===== src/rtl/stream_fifo.sv =====
// Synchronous first-word-fall-through FIFO with valid/ready handshakes on both sides.
// Define STREAM_FIFO_PEAK_EN to add the peak_o high-water-mark output.
module stream_fifo #(
  parameter int unsigned Width = 8,
  parameter int unsigned Depth = 4
) (
  input  logic                       clk_i,
  input  logic                       rst_ni,
  input  logic                       clear_i,
  input  logic                       valid_i,
  output logic                       ready_o,
  input  logic [Width-1:0]           data_i,
  output logic                       valid_o,
  input  logic                       ready_i,
  output logic [Width-1:0]           data_o,
`ifdef STREAM_FIFO_PEAK_EN
  output logic [$clog2(Depth+1)-1:0] peak_o,
`endif
  output logic [$clog2(Depth+1)-1:0] count_o
);

  localparam int unsigned PtrW = $clog2(Depth);
  localparam int unsigned CntW = $clog2(Depth + 1);
  localparam logic [CntW-1:0] DepthCnt = CntW'(Depth);

  logic [Width-1:0] mem_q [Depth];
  logic [PtrW-1:0]  wr_ptr_q, wr_ptr_d;
  logic [PtrW-1:0]  rd_ptr_q, rd_ptr_d;
  logic [CntW-1:0]  count_q, count_d;
  logic             push, pop;

  assign ready_o = (count_q != DepthCnt);
  assign valid_o = (count_q != '0);
  assign data_o  = mem_q[rd_ptr_q];
  assign count_o = count_q;

  // A full FIFO refuses the push even when a pop frees a slot this cycle.
  assign push = valid_i && ready_o;
  assign pop  = valid_o && ready_i;

  always_comb begin
    wr_ptr_d = wr_ptr_q;
    rd_ptr_d = rd_ptr_q;
    count_d  = count_q;
    if (clear_i) begin
      wr_ptr_d = '0;
      rd_ptr_d = '0;
      count_d  = '0;
    end else begin
      if (push) wr_ptr_d = wr_ptr_q + PtrW'(1);
      if (pop)  rd_ptr_d = rd_ptr_q + PtrW'(1);
      unique case ({push, pop})
        2'b10:   count_d = count_q + CntW'(1);
        2'b01:   count_d = count_q - CntW'(1);
        default: count_d = count_q;
      endcase
    end
  end

  always_ff @(posedge clk_i or negedge rst_ni) begin
    if (!rst_ni) begin
      wr_ptr_q <= '0;
      rd_ptr_q <= '0;
      count_q  <= '0;
      for (int unsigned i = 0; i < Depth; i++) begin
        mem_q[i] <= '0;
      end
    end else begin
      wr_ptr_q <= wr_ptr_d;
      rd_ptr_q <= rd_ptr_d;
      count_q  <= count_d;
      if (push && !clear_i) begin
        mem_q[wr_ptr_q] <= data_i;
      end
    end
  end

`ifdef STREAM_FIFO_PEAK_EN
  logic [CntW-1:0] peak_q, peak_d;

  // Tracks the next count so the mark moves in the same cycle as count_o.
  always_comb begin
    peak_d = peak_q;
    if (clear_i) begin
      peak_d = '0;
    end else if (count_d > peak_q) begin
      peak_d = count_d;
    end
  end

  always_ff @(posedge clk_i or negedge rst_ni) begin
    if (!rst_ni) begin
      peak_q <= '0;
    end else begin
      peak_q <= peak_d;
    end
  end

  assign peak_o = peak_q;
`endif

endmodule


===== config.mk =====
export PLATFORM = sky130hd
export DESIGN_NAME = stream_fifo
export DESIGN_NICKNAME = d
export VERILOG_FILES = /design/src/rtl/stream_fifo.sv
export SDC_FILE = /design/constraint.sdc
export NUM_CORES = 1
export LEC_CHECK = 0
export BUFFER_PORTS_ARGS = -buffer_cell sky130_fd_sc_hd__buf_2
export CAP_MARGIN = 10
export CORE_UTILIZATION = 30
export CTS_CLUSTER_SIZE = 14
export DETAILED_ROUTE_END_ITERATION = 7
export SLEW_MARGIN = 20
export SYNTH_ARGS = -nofsm -noshare
export SYNTH_HDL_FRONTEND = slang
export SYNTH_SLANG_ARGS = --single-unit

===== constraint.sdc =====
create_clock -name clk_i -period 2.45 [get_ports clk_i]
set_input_delay 0.245 -clock clk_i [delete_from_list [all_inputs] [get_ports clk_i]]
set_output_delay 0.245 -clock clk_i [all_outputs]
set_load 0.03 [all_outputs]

==> qor.csv <==
metric,value,unit
use_met1,14.79,%
cts_tree,done,
clk_path_buf_depth,2,
path_cells,or3_2 -> and3_1 -> fa_1 -> a41oi_1 -> nor3_1,
grt_pass1_wl,6348,µm
drt-total-wl,3771,µm
fin_worst_skew,11.53,ps
clk_latency,290,ps
grt_max_degree,40,
reg2reg_to,count_o[1]$_DFFE_PN0P_,
power_density,1001,nW/µm²
hold_class,in -> async,
worst_pin_slew,868.9,ps
track_usage,11.54,%
synth.cell_area,2071,µm²
post_cts_buffers,0,
worst_setup_path_start_kind,flop,
dp_cells,237,
syn_inst,138,
status,"finished, final reports clean",
overflow,0,
maxCapViolCount,0,
ff2ff_path_depth,5,
die_x,85.08,µm
finalSetupViolCount,0,
ir_drop,0.3340,mV
min_period,2150,ps
dr.pass1.iters,2,
reg2reg_from,count_o[1]$_DFFE_PN0P_,
busiest_layer,met2,
p_leak,1.158,nW
p_total,2.399,mW
slew_headroom,42.07,%
hold_viol,0,
via_per_inst,4.816,
ys_ff_latch,39,
grt_pass1_vias,1256,
hold_buffers,0,
synth.distinct_cells,32,
slowest_stage,or3_2,
rsz0062_at_grt,no,
fin_tns_setup,0,ps
cts_buffers,5,
cts_num_sinks,39,
synth_nets,156,
cp.arrival,2350,ps
htreeDepth,2,
drc,0,
cpPeakStageDelay,550,ps
num_vias,1180,
antenna_cells,0,
ant_nets,0,
drive_gt1_share,50.00,%
initial_core_util,31.88,%
cts_root_buf,clkbuf_8,
final_max_slew_viol_count,0,
synth_area_per_cell,15.01,µm²
hpwl,2485,µm
cp-end-kind,flop,
cts-resized-gates,0,
crit_end,count_o[1]$_DFFE_PN0P_,
antenna_found_initial,0,
yosysSeqAreaShare,47.13,%
area_growth,15.71,%
io_buffers,25,
use_met3,3.113,%
drtIter0Drc,40,
dieArea,7239,µm²
crit_path_max_fanout,9,
use_met2,18.99,%
fin_crit_sh,87.74,%
nets,185,
worst_ep_required_time,2650,ps
path_class,reg -> reg,
cp-startpoint,count_o[1]$_DFFE_PN0P_,
layout.cells.non_filler,245,
path_clk_slew,80,ps
core,6495,µm²
gp_congestion,0.7969,
max_freq,465.2,MHz
pin_count,26,
wl_per_cell,15.39,µm
yosysWarnings,0,
rows,29,
rrSetupSlack,300,ps
die_height,85.08,µm
==> metrics by stage <==
| step | area [µm²] | utilization [%] | hold WS, ps | setup WS [ps] |
|---|---|---|---|---|
| 2_1_floorplan | 2071 | - | -50.59 | 194.8 |
| 3_3_place_gp | 2283 | 35.16 | 414.8 | 429.4 |
| 3_5_place_dp | 2283 | 35.16 | 419.9 | 316.4 |
| 4_1_cts | 2396 | 36.89 | 92.91 | 296.6 |
| 5_1_grt | 2396 | 36.89 | 133.7 | 187.5 |
| 6_report | 2396 | 36.89 | 63.96 | 300.5 |
==> worst min-delay path by stage <==
stage	from	to	cells past startpoint
CTS	rst_ni	mem_q[23]$_DFFE_PN0P_	1
global route	rst_ni	mem_q[27]$_DFFE_PN0P_	1
detailed placement	rst_ni	mem_q[16]$_DFFE_PN0P_	1
global placement	rst_ni	mem_q[16]$_DFFE_PN0P_	1
finish	rst_ni	mem_q[30]$_DFFE_PN0P_	1
floorplan	rst_ni	count_o[0]$_DFFE_PN0P_	0
==> cell families (layout without fill, tap and decap cells) <==
kind of cell    Yosys count  in the layout  synth area share, %
compound gates           10             10                3.082
xor+xnor                  4              4                1.692
buf+inv                   8             38                1.873
mux                      40             40                31.90
simple gates             32             32                10.94
fa+ha+maj                 5              5                3.384
flops                    39             39                47.13
==> cell type report <==
class | count | area [µm²]
timing repair buffer | 28 | 147.6
clock buffer | 5 | 68.82
multi-input combinational | 91 | 1056
tap | 77 | 96.34
fill | 620 | 4099
clock inverter | 3 | 43.79
inverter | 2 | 7.507
sequential | 39 | 975.9
==> registers in the layout, summed over array words and instances, names as in the netlist <==
signal    flops
count_o       3
mem_q        32
rd_ptr_q      2
wr_ptr_q      2
==> routing by layer <==
metal  part of all wire (%)  vias up
met1                     48      590
met5                      0        -
met3                    4.1        7
met2                     46       25
met4                    1.3        0
li1                       -      558
==> cells in the mapped netlist (all sizes together) <==
library cell	instances	share of area (%)
o21bai	1	0.36
ha	4	2.4
o221ai	1	0.42
a41oi	1	0.42
buf	4	1.1
xor2	2	0.85
and2b	1	0.42
nor2	8	1.5
inv	2	0.36
nand2b	1	0.30
or3b	2	0.97
mux2	32	23
nand3	5	1.2
mux4	8	8.7
nor3	1	0.24
o21ai	3	0.72
a211oi	1	0.36
and3	1	0.30
dfrtp	39	47
fa	1	0.97
and3b	1	0.42
a21oi	2	0.48
xnor2	2	0.85
nand2	10	5.0
clkbuf	2	0.36
a31oi	1	0.30
or3	2	0.66
==> power by group <==
part / internal, mW / leakage (nW) / switching (mW) / total (mW)
Combinational: 0.485 / 0.605 / 0.366 / 0.851
Sequential: 0.858 / 0.494 / 0.150 / 1.01
Clock: 0.303 / 0.0581 / 0.238 / 0.541
==> critical path: cells and delay by family, from the launching register on <==
kind	cells	cell delay, ps
adders and majority gates	1	500
DFF	1	490
and+or+nand+nor	3	960
AOI/OAI and AO/OA	1	110
==> cells in the final DEF, fill, tap and decap left out, types with 2 or more instances in the layout <==
master | Yosys | final
mux2_4 | 32 | 32
buf_2 | 1 | 25
xor2_1 | 2 | 2
buf_4 | 0 | 3
clkbuf_8 | 0 | 5
mux4_2 | 8 | 8
nand2_8 | 4 | 4
nor2_1 | 8 | 8
inv_1 | 2 | 2
ha_1 | 4 | 4
a21oi_1 | 2 | 2
xnor2_1 | 2 | 2
o21ai_0 | 3 | 3
dfrtp_1 | 39 | 39
nand2_1 | 6 | 6
nand3_1 | 5 | 5
(Power assumes the default switching activity.)
